$ cat src/rtl/sprite_anim_renderer.sv
// Sprite renderer: box test + frame-offset address into a synchronous sprite ROM,
// transparency-aware colour output, and a divided multi-mode frame animator.
module sprite_anim_renderer #(
   parameter int unsigned     SPR_W       = 10,
   parameter int unsigned     SPR_H       = 12,
   parameter int unsigned     NUM_FRAMES  = 3,
   parameter int unsigned     AW          = 9,
   parameter int unsigned     FW          = 2,
   parameter int unsigned     CW          = 3,
   parameter logic [CW-1:0]   TRANSPARENT = '0,
   parameter int unsigned     DIV         = 4,
   parameter int unsigned     ROM_LAT     = 1
) (
   input  logic          clk,
   input  logic          resetn,
   input  logic          frameClk,
   input  logic          enable,
   input  logic [1:0]    mode,
   input  logic [FW-1:0] first_frame,
   input  logic [FW-1:0] last_frame,
   input  logic [7:0]    x,
   input  logic [7:0]    y,
   input  logic [7:0]    spr_left,
   input  logic [7:0]    spr_top,
   output logic [AW-1:0] rom_addr,
   input  logic [CW-1:0] rom_q,
   output logic [CW-1:0] color,
   output logic          pixel_valid,
   output logic [FW-1:0] frame_idx,
   output logic          anim_done
);

   typedef enum logic [1:0] {
      MODE_HOLD     = 2'd0,
      MODE_LOOP     = 2'd1,
      MODE_ONESHOT  = 2'd2,
      MODE_PINGPONG = 2'd3
   } mode_e;

   typedef enum logic {
      DIR_UP   = 1'b0,
      DIR_DOWN = 1'b1
   } dir_e;

   localparam int unsigned   DW           = (DIV > 1) ? $clog2(DIV) : 1;
   localparam int unsigned   CFGW         = 2 + 2 * FW;
   localparam logic [DW-1:0] DIV_RELOAD   = DW'(DIV - 1);
   localparam logic [DW-1:0] DIV_ONE      = DW'(1);
   localparam logic [FW-1:0] FRAME_ONE    = FW'(1);
   localparam logic [FW:0]   NUM_FRAMES_W = (FW + 1)'(NUM_FRAMES);
   localparam logic [AW-1:0] FRAME_WORDS  = AW'(SPR_W * SPR_H);
   localparam logic [AW-1:0] SPR_W_A      = AW'(SPR_W);
   localparam logic [8:0]    SPR_W_9      = 9'(SPR_W);
   localparam logic [8:0]    SPR_H_9      = 9'(SPR_H);

   // ---------------- animation state ----------------
   logic [FW-1:0]   frame_idx_q, frame_idx_d;
   logic [DW-1:0]   div_cnt_q,   div_cnt_d;
   dir_e            dir_q,       dir_d;
   logic            anim_done_q, anim_done_d;
   logic            handled_q,   handled_d;
   logic [CFGW-1:0] cfg_q,       cfg_d;

   // ---------------- pixel pipeline state ----------------
   logic            s0_valid_q,  s0_valid_d;
   logic [7:0]      x_s0_q,      x_s0_d;
   logic [7:0]      y_s0_q,      y_s0_d;
   logic [7:0]      left_s0_q,   left_s0_d;
   logic [7:0]      top_s0_q,    top_s0_d;
   logic [FW-1:0]   frame_s0_q,  frame_s0_d;
   logic [AW-1:0]   rom_addr_q,  rom_addr_d;
   logic [ROM_LAT:0] inbox_q,    inbox_d;
   logic [CW-1:0]   color_q,     color_d;
   logic            pixel_valid_q, pixel_valid_d;

   logic            tick;
   logic            restart;
   logic            degenerate;
   mode_e           eff_mode;
   logic [8:0]      x9, y9, left9, top9;
   logic [8:0]      dx, dy;
   logic            in_box;

   assign tick       = frameClk & ~handled_q & enable;
   assign restart    = ({mode, first_frame, last_frame} != cfg_q);
   assign degenerate = (last_frame < first_frame) || ({1'b0, last_frame} >= NUM_FRAMES_W);
   assign eff_mode   = degenerate ? MODE_HOLD : mode_e'(mode);

   always_comb begin
      cfg_d       = {mode, first_frame, last_frame};
      handled_d   = frameClk;
      frame_idx_d = frame_idx_q;
      div_cnt_d   = div_cnt_q;
      dir_d       = dir_q;
      anim_done_d = anim_done_q;

      // A config change swallows any tick landing in the same cycle.
      if (restart) begin
         frame_idx_d = first_frame;
         div_cnt_d   = DIV_RELOAD;
         dir_d       = DIR_UP;
         anim_done_d = 1'b0;
      end else if (tick) begin
         if (div_cnt_q != '0) begin
            div_cnt_d = div_cnt_q - DIV_ONE;
         end else begin
            div_cnt_d = DIV_RELOAD;
            unique case (eff_mode)
               MODE_HOLD: begin
                  frame_idx_d = first_frame;
               end
               MODE_LOOP: begin
                  frame_idx_d = (frame_idx_q >= last_frame) ? first_frame : frame_idx_q + FRAME_ONE;
               end
               MODE_ONESHOT: begin
                  if (frame_idx_q < last_frame) begin
                     frame_idx_d = frame_idx_q + FRAME_ONE;
                  end
                  anim_done_d = (frame_idx_d == last_frame);
               end
               MODE_PINGPONG: begin
                  if (first_frame != last_frame) begin
                     if (dir_q == DIR_UP) begin
                        if (frame_idx_q >= last_frame) begin
                           dir_d       = DIR_DOWN;
                           frame_idx_d = frame_idx_q - FRAME_ONE;
                        end else begin
                           frame_idx_d = frame_idx_q + FRAME_ONE;
                        end
                     end else begin
                        if (frame_idx_q <= first_frame) begin
                           dir_d       = DIR_UP;
                           frame_idx_d = frame_idx_q + FRAME_ONE;
                        end else begin
                           frame_idx_d = frame_idx_q - FRAME_ONE;
                        end
                     end
                  end
               end
               default: begin
                  frame_idx_d = first_frame;
               end
            endcase
         end
      end
   end

   // Box test runs on 9-bit sums so a sprite near x=255 never wraps onto x=0.
   assign x9     = {1'b0, x_s0_q};
   assign y9     = {1'b0, y_s0_q};
   assign left9  = {1'b0, left_s0_q};
   assign top9   = {1'b0, top_s0_q};
   assign dx     = x9 - left9;
   assign dy     = y9 - top9;
   assign in_box = s0_valid_q &&
                   (x9 >= left9) && (x9 < left9 + SPR_W_9) &&
                   (y9 >= top9)  && (y9 < top9 + SPR_H_9);

   always_comb begin
      s0_valid_d = 1'b1;
      x_s0_d     = x;
      y_s0_d     = y;
      left_s0_d  = spr_left;
      top_s0_d   = spr_top;
      frame_s0_d = frame_idx_q;

      rom_addr_d = '0;
      if (in_box) begin
         rom_addr_d = AW'(frame_s0_q) * FRAME_WORDS + AW'(dx) + AW'(dy) * SPR_W_A;
      end

      inbox_d       = {inbox_q[ROM_LAT-1:0], in_box};
      pixel_valid_d = inbox_q[ROM_LAT] && (rom_q != TRANSPARENT);
      color_d       = pixel_valid_d ? rom_q : '0;
   end

   always_ff @(posedge clk) begin
      if (!resetn) begin
         frame_idx_q   <= first_frame;
         div_cnt_q     <= DIV_RELOAD;
         dir_q         <= DIR_UP;
         anim_done_q   <= 1'b0;
         handled_q     <= 1'b0;
         cfg_q         <= {mode, first_frame, last_frame};
         s0_valid_q    <= 1'b0;
         x_s0_q        <= '0;
         y_s0_q        <= '0;
         left_s0_q     <= '0;
         top_s0_q      <= '0;
         frame_s0_q    <= '0;
         rom_addr_q    <= '0;
         inbox_q       <= '0;
         color_q       <= '0;
         pixel_valid_q <= 1'b0;
      end else begin
         frame_idx_q   <= frame_idx_d;
         div_cnt_q     <= div_cnt_d;
         dir_q         <= dir_d;
         anim_done_q   <= anim_done_d;
         handled_q     <= handled_d;
         cfg_q         <= cfg_d;
         s0_valid_q    <= s0_valid_d;
         x_s0_q        <= x_s0_d;
         y_s0_q        <= y_s0_d;
         left_s0_q     <= left_s0_d;
         top_s0_q      <= top_s0_d;
         frame_s0_q    <= frame_s0_d;
         rom_addr_q    <= rom_addr_d;
         inbox_q       <= inbox_d;
         color_q       <= color_d;
         pixel_valid_q <= pixel_valid_d;
      end
   end

   assign rom_addr    = rom_addr_q;
   assign color       = color_q;
   assign pixel_valid = pixel_valid_q;
   assign frame_idx   = frame_idx_q;
   assign anim_done   = anim_done_q;

endmodule

$ cat config.mk
export PLATFORM = sky130hd
export DESIGN_NAME = sprite_anim_renderer
export DESIGN_NICKNAME = d
export VERILOG_FILES = /design/src/rtl/sprite_anim_renderer.sv
export SDC_FILE = /design/constraint.sdc
export NUM_CORES = 1
export LEC_CHECK = 0
export CAP_MARGIN = 20
export CORE_MARGIN = 3
export CORE_UTILIZATION = 46
export DETAILED_ROUTE_END_ITERATION = 10
export GPL_ROUTABILITY_DRIVEN = 0
export GPL_TIMING_DRIVEN = 0
export PLACE_DENSITY = 0.77
export SYNTH_ARGS = -nofsm -noshare
export SYNTH_HDL_FRONTEND = slang
export SYNTH_SLANG_ARGS = --single-unit
$ cat constraint.sdc
create_clock -name clk -period 6.95 [get_ports clk]
set_input_delay 1.0425 -clock clk [delete_from_list [all_inputs] [get_ports clk]]
set_output_delay 1.0425 -clock clk [all_outputs]
set_load 0.01 [all_outputs]
=== After elaboration in Yosys (flattened, before gate mapping) ===
Cells that the tools add are included.

* Bits in registers: 63
* Input bits: 45
* Output and inout bits: 16
* Logic and storage cells: 86

* Add/sub/neg operators: 9
* Multiply operators: 2
* Order comparisons: 9
* Equality and inequality tests: 9
* Mux-type cells: 21
* Bitwise logic cells: 5
* Reduce and logical (&&, ||, !) cells: 15

{| class="wikitable"
|+ Operator list
! operator !! count
|-
| $mux 2 || 16
|-
| $add 8x4->9 const B || 2
|-
| $add 9x9->9 || 2
|-
| $lt 8x9->1 || 2
|-
| $sub 8x8->9 || 2
|-
| $ge 8x8->1 || 2
|-
| $mul 9x3->8 const B || 1
|-
| $pmux 2 s4 || 1
|-
| $mul 2x4->6 const B || 1
|-
| $ne 6x6->1 || 1
|-
| $reduce_and 3->1 || 2
|-
| $logic_and 1x1->1 || 5
|-
| $eq 2x2->1 const B || 2
|-
| $lt 2x2->1 || 2
|-
| $mux 1 || 4
|-
| $ne 4x4->1 const B || 1
|-
| $reduce_and 2->1 || 2
|-
| $reduce_and 4->1 || 1
|-
| $sub 2x1->2 const B || 2
|-
| $ne 3x1->1 const B || 1
|-
| $ne 3x3->1 const B || 1
|-
| $not 1->1 || 3
|-
| $reduce_bool 3->1 || 1
|-
| $add 2x1->2 const B || 1
|-
| other kinds (11) || 12
|}

=== Longest topological paths before layout ===
* Depth in word-level cells: 13
* Mapped depth: 20
* Gate-level depth less buffers: 20

=== Worst setup path before layout ===
OpenSTA, ideal clock, no wires.

* Path type: register to register
* From: register y_s0_q[0]
* To: register rom_addr_q[8], in the netlist rom_addr[8]
* Library setup time: 0.070 ns
* Arrival: 3.860 ns
* Required time: 6.880 ns
* Slack: 3.021 ns
* Cell stages (with the launch flop): 21
* Path buffers: 0
* Period minus slack after synthesis: 3.929 ns
* Cell sequence: dfxtp_1 inv_1 ha_1 inv_1 fa_1 a21o_1 a21oi_1 xnor2_1 ha_1 ha_1 a21o_1 a21oi_1 xor2_1 fa_1 inv_1 ha_1 a21oi_1 o21ai_0 xnor2_1 a21o_1 a21oi_1

* Cells in the longest elaborated chain, start to end: 4
* Elaborated cells between the ends (all ways): 8
* Those cells by class: add/sub (2); mul (1); order compare (2); reduce/logical (3)

{| class="wikitable"
|+ RTL lines
! what !! RTL line !! source
|-
| start: declaration || 67 || <nowiki>logic [7:0] y_s0_q, y_s0_d;</nowiki>
|-
| start signal: assignment || 204 || <nowiki>y_s0_q <= y_s0_d;</nowiki>
|-
| parallel branches: the longest is 4 deep, another holds $sub 8x8->9 || - ||
|-
| end signal: assignment || 208 || <nowiki>rom_addr_q <= rom_addr_d;</nowiki>
|-
| end: declaration || 71 || <nowiki>logic [AW-1:0] rom_addr_q, rom_addr_d;</nowiki>
|}

Parallel ways; which one is timed is not known.
A chain may end at the register's enable or synchronous reset.

=== Worst setup path after layout ===
Ends and elaborated chain as after synthesis.

==> flow_summary.toml <==
[finish]
diodes = 0
num-fill-cells = 693
final_layout_size_suffix_gt1_share_pct = 5.09
finish.net_count = 604
layout.core_utilization_pct = 59.3
synthesis_to_finish_area_growth_pct = 23.8

[power]
worst_ir_drop_vdd_mv = 0.123
design_power_total_mw = 1.26
power_density_over_the_cells_nw_per_um2 = 256
p_leak_nw = 2.20

[worst_setup_path]
reg2reg_slack_ns = 2.74
timing.critical_path.arrival_ns = 4.49
timing_worst_setup_path_type = "flop to flop"
slowest_delay_ns = 0.48
critical_path.top_delay_family = "adder cells"
worst_r2r_startpoint = "y_s0_q[0]"
worst_r2r_path_depth = 20
setup_crit_start_kind = "flop"
crit_path_max_fanout = 3
cell_by_cell_trace_of_the_critical_path = "inv_1 -> ha_1 -> inv_1 -> fa_1 -> a21o_1 -> a21oi_1 -> xnor2_1 -> ha_1 -> ha_1 -> a21o_1 -> a21oi_1 -> xor2_1 -> fa_1 -> inv_1 -> ha_1 -> a21oi_1 -> o21ai_0 -> xnor2_1 -> a21o_1 -> a21oi_1"
crit_path_top_delay_cell = "sky130_fd_sc_hd__fa_1"
critical_path.endpoint_type = "flop"
cp_data_required_time_ns = 7.24
worst_r2r_endpoint = "rom_addr[8]"
critical_path_buf_inv_count = 3

[run]
cap_violations = 0

[hold_path]
min_from = "div_cnt_q[1]"
worst_hold_path.num_cells = 2
min_path_type = "flop to flop"
worst_min_delay_path_endpoint = "div_cnt_q[1]"

[synth]
share_of_synthesized_flip_flops_with_an_asynchronous_set_or_reset_pct = 0
syn_avg_cell_area_sq_um = 9.58
synth_enable_flop_cells = 2
synthDistinctLibCells = 52
post_synth_instance_area_sq_um = 3980
yosys.area.top_type_share_pct = 30.7
syn-num-nets = 533
leading_cell_types_by_total_area_after_synthesis = "sky130_fd_sc_hd__dfxtp_1 (31%), sky130_fd_sc_hd__ha_1 (18%), sky130_fd_sc_hd__fa_1 (7.6%)"
post_syn_instances = 415
dominantRegCellSynth = "sky130_fd_sc_hd__dfxtp_1"
yosys_top_cell_by_area = "sky130_fd_sc_hd__dfxtp_1"
synth_commonest_cells = "sky130_fd_sc_hd__dfxtp_1 (61), sky130_fd_sc_hd__ha_1 (58), sky130_fd_sc_hd__inv_1 (53)"
yosys_warnings = 0
portion_of_the_post_synthesis_area_used_by_sequential_elements_pct = 32.2
synth.ff_latch_count = 63
synth.most_common_cell = "sky130_fd_sc_hd__dfxtp_1"

[cts]
cts_tree = "built"
tritoncts_num_sinks = 63
ctsRootBufferMaster = "sky130_fd_sc_hd__clkbuf_8"
hold_buffers = 0
worst_setup_hold_path_clk_slew_ns = 0.07
htree_levels = 3
clock_tree.buffer_depth = 2
post_cts.resized_instances = 0
worst_skew_pair.late_latency_ns = 0.35
post_cts_buffers = 0
cts_made_buffers = 9

[die]
floorplan.rows = 33
ios = 61
die_h_um = 99.0
dieArea_sq_um = 9800
core-area_sq_um = 8300
start_util_pct = 47.9
dieWidth_um = 99.0

[route]
drc_errors = 0
postRouteWirelength_um = 7970
avgViaCountPerCell = 5.10
post_drt_wl_per_cell_um = 13.4
number_of_violations_reported_at_the_end_of_detailed_routing_iteration_0 = 82
antenna_violating_nets_post_route = 0
routed-via-count = 3041
drt_first_pass_iters = 4

[place]
placement.setup.worst_slack_ns = 2.75
buffer_ports.inserted = 60
post-dp-hpwl_um = 6530

[grt]
grt_pass1_wl_um = 13600
gr-usage-all-layers_pct = 17.3
maximum_number_of_pins_on_one_net_before_global_route_repair = 12
number_of_global_route_vias_before_repair = 3103
total_global_routing_overflow = 0
grt_antenna_before_repair = 0

[sta]
finalSetupViolations = 0
maxSlewViolCount = 0
post-route-period-util_pct = 60.5
period_needed_ns = 4.21
fin_skew_ns = 0.00877
worstMarginPinSlew_ns = 1.11
grt_setup_unrepaired = "no"
post_route_setup_tns_ns = 0
post-route-worst-setup-slack_ns = 2.74
maxSlewHeadroom_pct = 25.5
timing_hold_violations_final = 0
fmax_mhz = 238

[run_status]
outcome = "finished, final reports clean"
## sequential cells by signal, indices dropped and copies added, names as in the netlist
register	cells
anim_done	1
cfg_q	6
color	3
dir_q	1
div_cnt_q	2
frame_idx	2
frame_s0_q	2
handled_q	1
inbox_q	2
left_s0_q	8
pixel_valid	1
rom_addr	9
s0_valid_q	1
top_s0_q	8
x_s0_q	8
y_s0_q	8
## stage by stage
step / hold WS (ns) / cell area (sq um) / cells
floorplan: 0.412 / 3980 / 415
global placement: 0.465 / 4710 / 580
detailed placement: 0.476 / 4710 / 580
CTS: 0.493 / 4920 / 596
global route: 0.514 / 4920 / 596
finish: 0.486 / 4920 / 596
## where the power goes
part / leakage (nW) / switching, mW / internal, mW / total (mW)
clock: 0.102 / 0.147 / 0.201 / 0.347
combinational: 1.58 / 0.255 / 0.265 / 0.520
sequential: 0.525 / 0.0116 / 0.380 / 0.391
total: 2.20 / 0.413 / 0.845 / 1.26
## worst max-delay path by stage
stage	from	end	slack [ns]	cells past startpoint
finish	y_s0_q[0]	rom_addr[8]	2.74	20
global route	y_s0_q[0]	rom_addr[8]	2.43	20
CTS	y_s0_q[0]	rom_addr[8]	2.72	20
detailed placement	y_s0_q[0]	rom_addr[8]	2.75	20
global placement	y_s0_q[0]	rom_addr[8]	2.78	20
floorplan	y_s0_q[0]	rom_addr[8]	3.02	20
## cell type report
type / instances / area (sq um) / area share [%]
clock inverter: 6 / 85.1 / 1.73
timing repair buffer: 60 / 601 / 12.2
buffer: 6 / 30.0 / 0.610
multi-input combinational: 292 / 2460 / 50.0
sequential: 63 / 1280 / 26.0
inverter: 54 / 205 / 4.17
tap: 105 / 131 / 2.67
clock buffer: 10 / 128 / 2.59
## cells in the final DEF (no fill, tap or decap), types with 8 or more instances in the layout
master | synthesis | final
sky130_fd_sc_hd__a21o_1 | 8 | 8
sky130_fd_sc_hd__a21oi_1 | 22 | 22
sky130_fd_sc_hd__and2_1 | 40 | 40
sky130_fd_sc_hd__clkbuf_8 | 0 | 9
sky130_fd_sc_hd__clkdlybuf4s50_1 | 0 | 60
sky130_fd_sc_hd__dfxtp_1 | 61 | 61
sky130_fd_sc_hd__fa_1 | 15 | 15
sky130_fd_sc_hd__ha_1 | 58 | 58
sky130_fd_sc_hd__inv_1 | 53 | 53
sky130_fd_sc_hd__nand2_1 | 10 | 10
sky130_fd_sc_hd__nor2_1 | 18 | 18
sky130_fd_sc_hd__o21ai_0 | 19 | 19
sky130_fd_sc_hd__xnor2_1 | 22 | 22
sky130_fd_sc_hd__xor2_1 | 11 | 11
## layer usage
| metal | global-route usage (%) | vias up | wire, um |
|---|---|---|---|
| met2 | 29.6 | 64 | 3990 |
| li1 | - | 1540 | - |
| met3 | 3.33 | 14 | 303 |
| met1 | 21.0 | 1423 | 3490 |
| met4 | 7.77 | 0 | 185 |
| met5 | 0 | - | 0 |
## worst min-delay path: stages (launching register included)
cell	delay, ns
sky130_fd_sc_hd__dfxtp_1	0.31
sky130_fd_sc_hd__nand2_1	0.05
sky130_fd_sc_hd__o211ai_1	0.07
## cells by family after synthesis
| family | Yosys count | synth area share, % |
|---|---|---|
| AOI/OAI and AO/OA | 78 | 12.7 |
| muxes | 1 | 0.252 |
| xor gates and xnor gates | 34 | 7.83 |
| adders and majority gates | 73 | 25.8 |
| buffers and inverters | 60 | 5.92 |
| DFF | 63 | 32.2 |
| and+or+nand+nor | 106 | 15.2 |
Note: power is estimated with default switching activity, not from simulation.
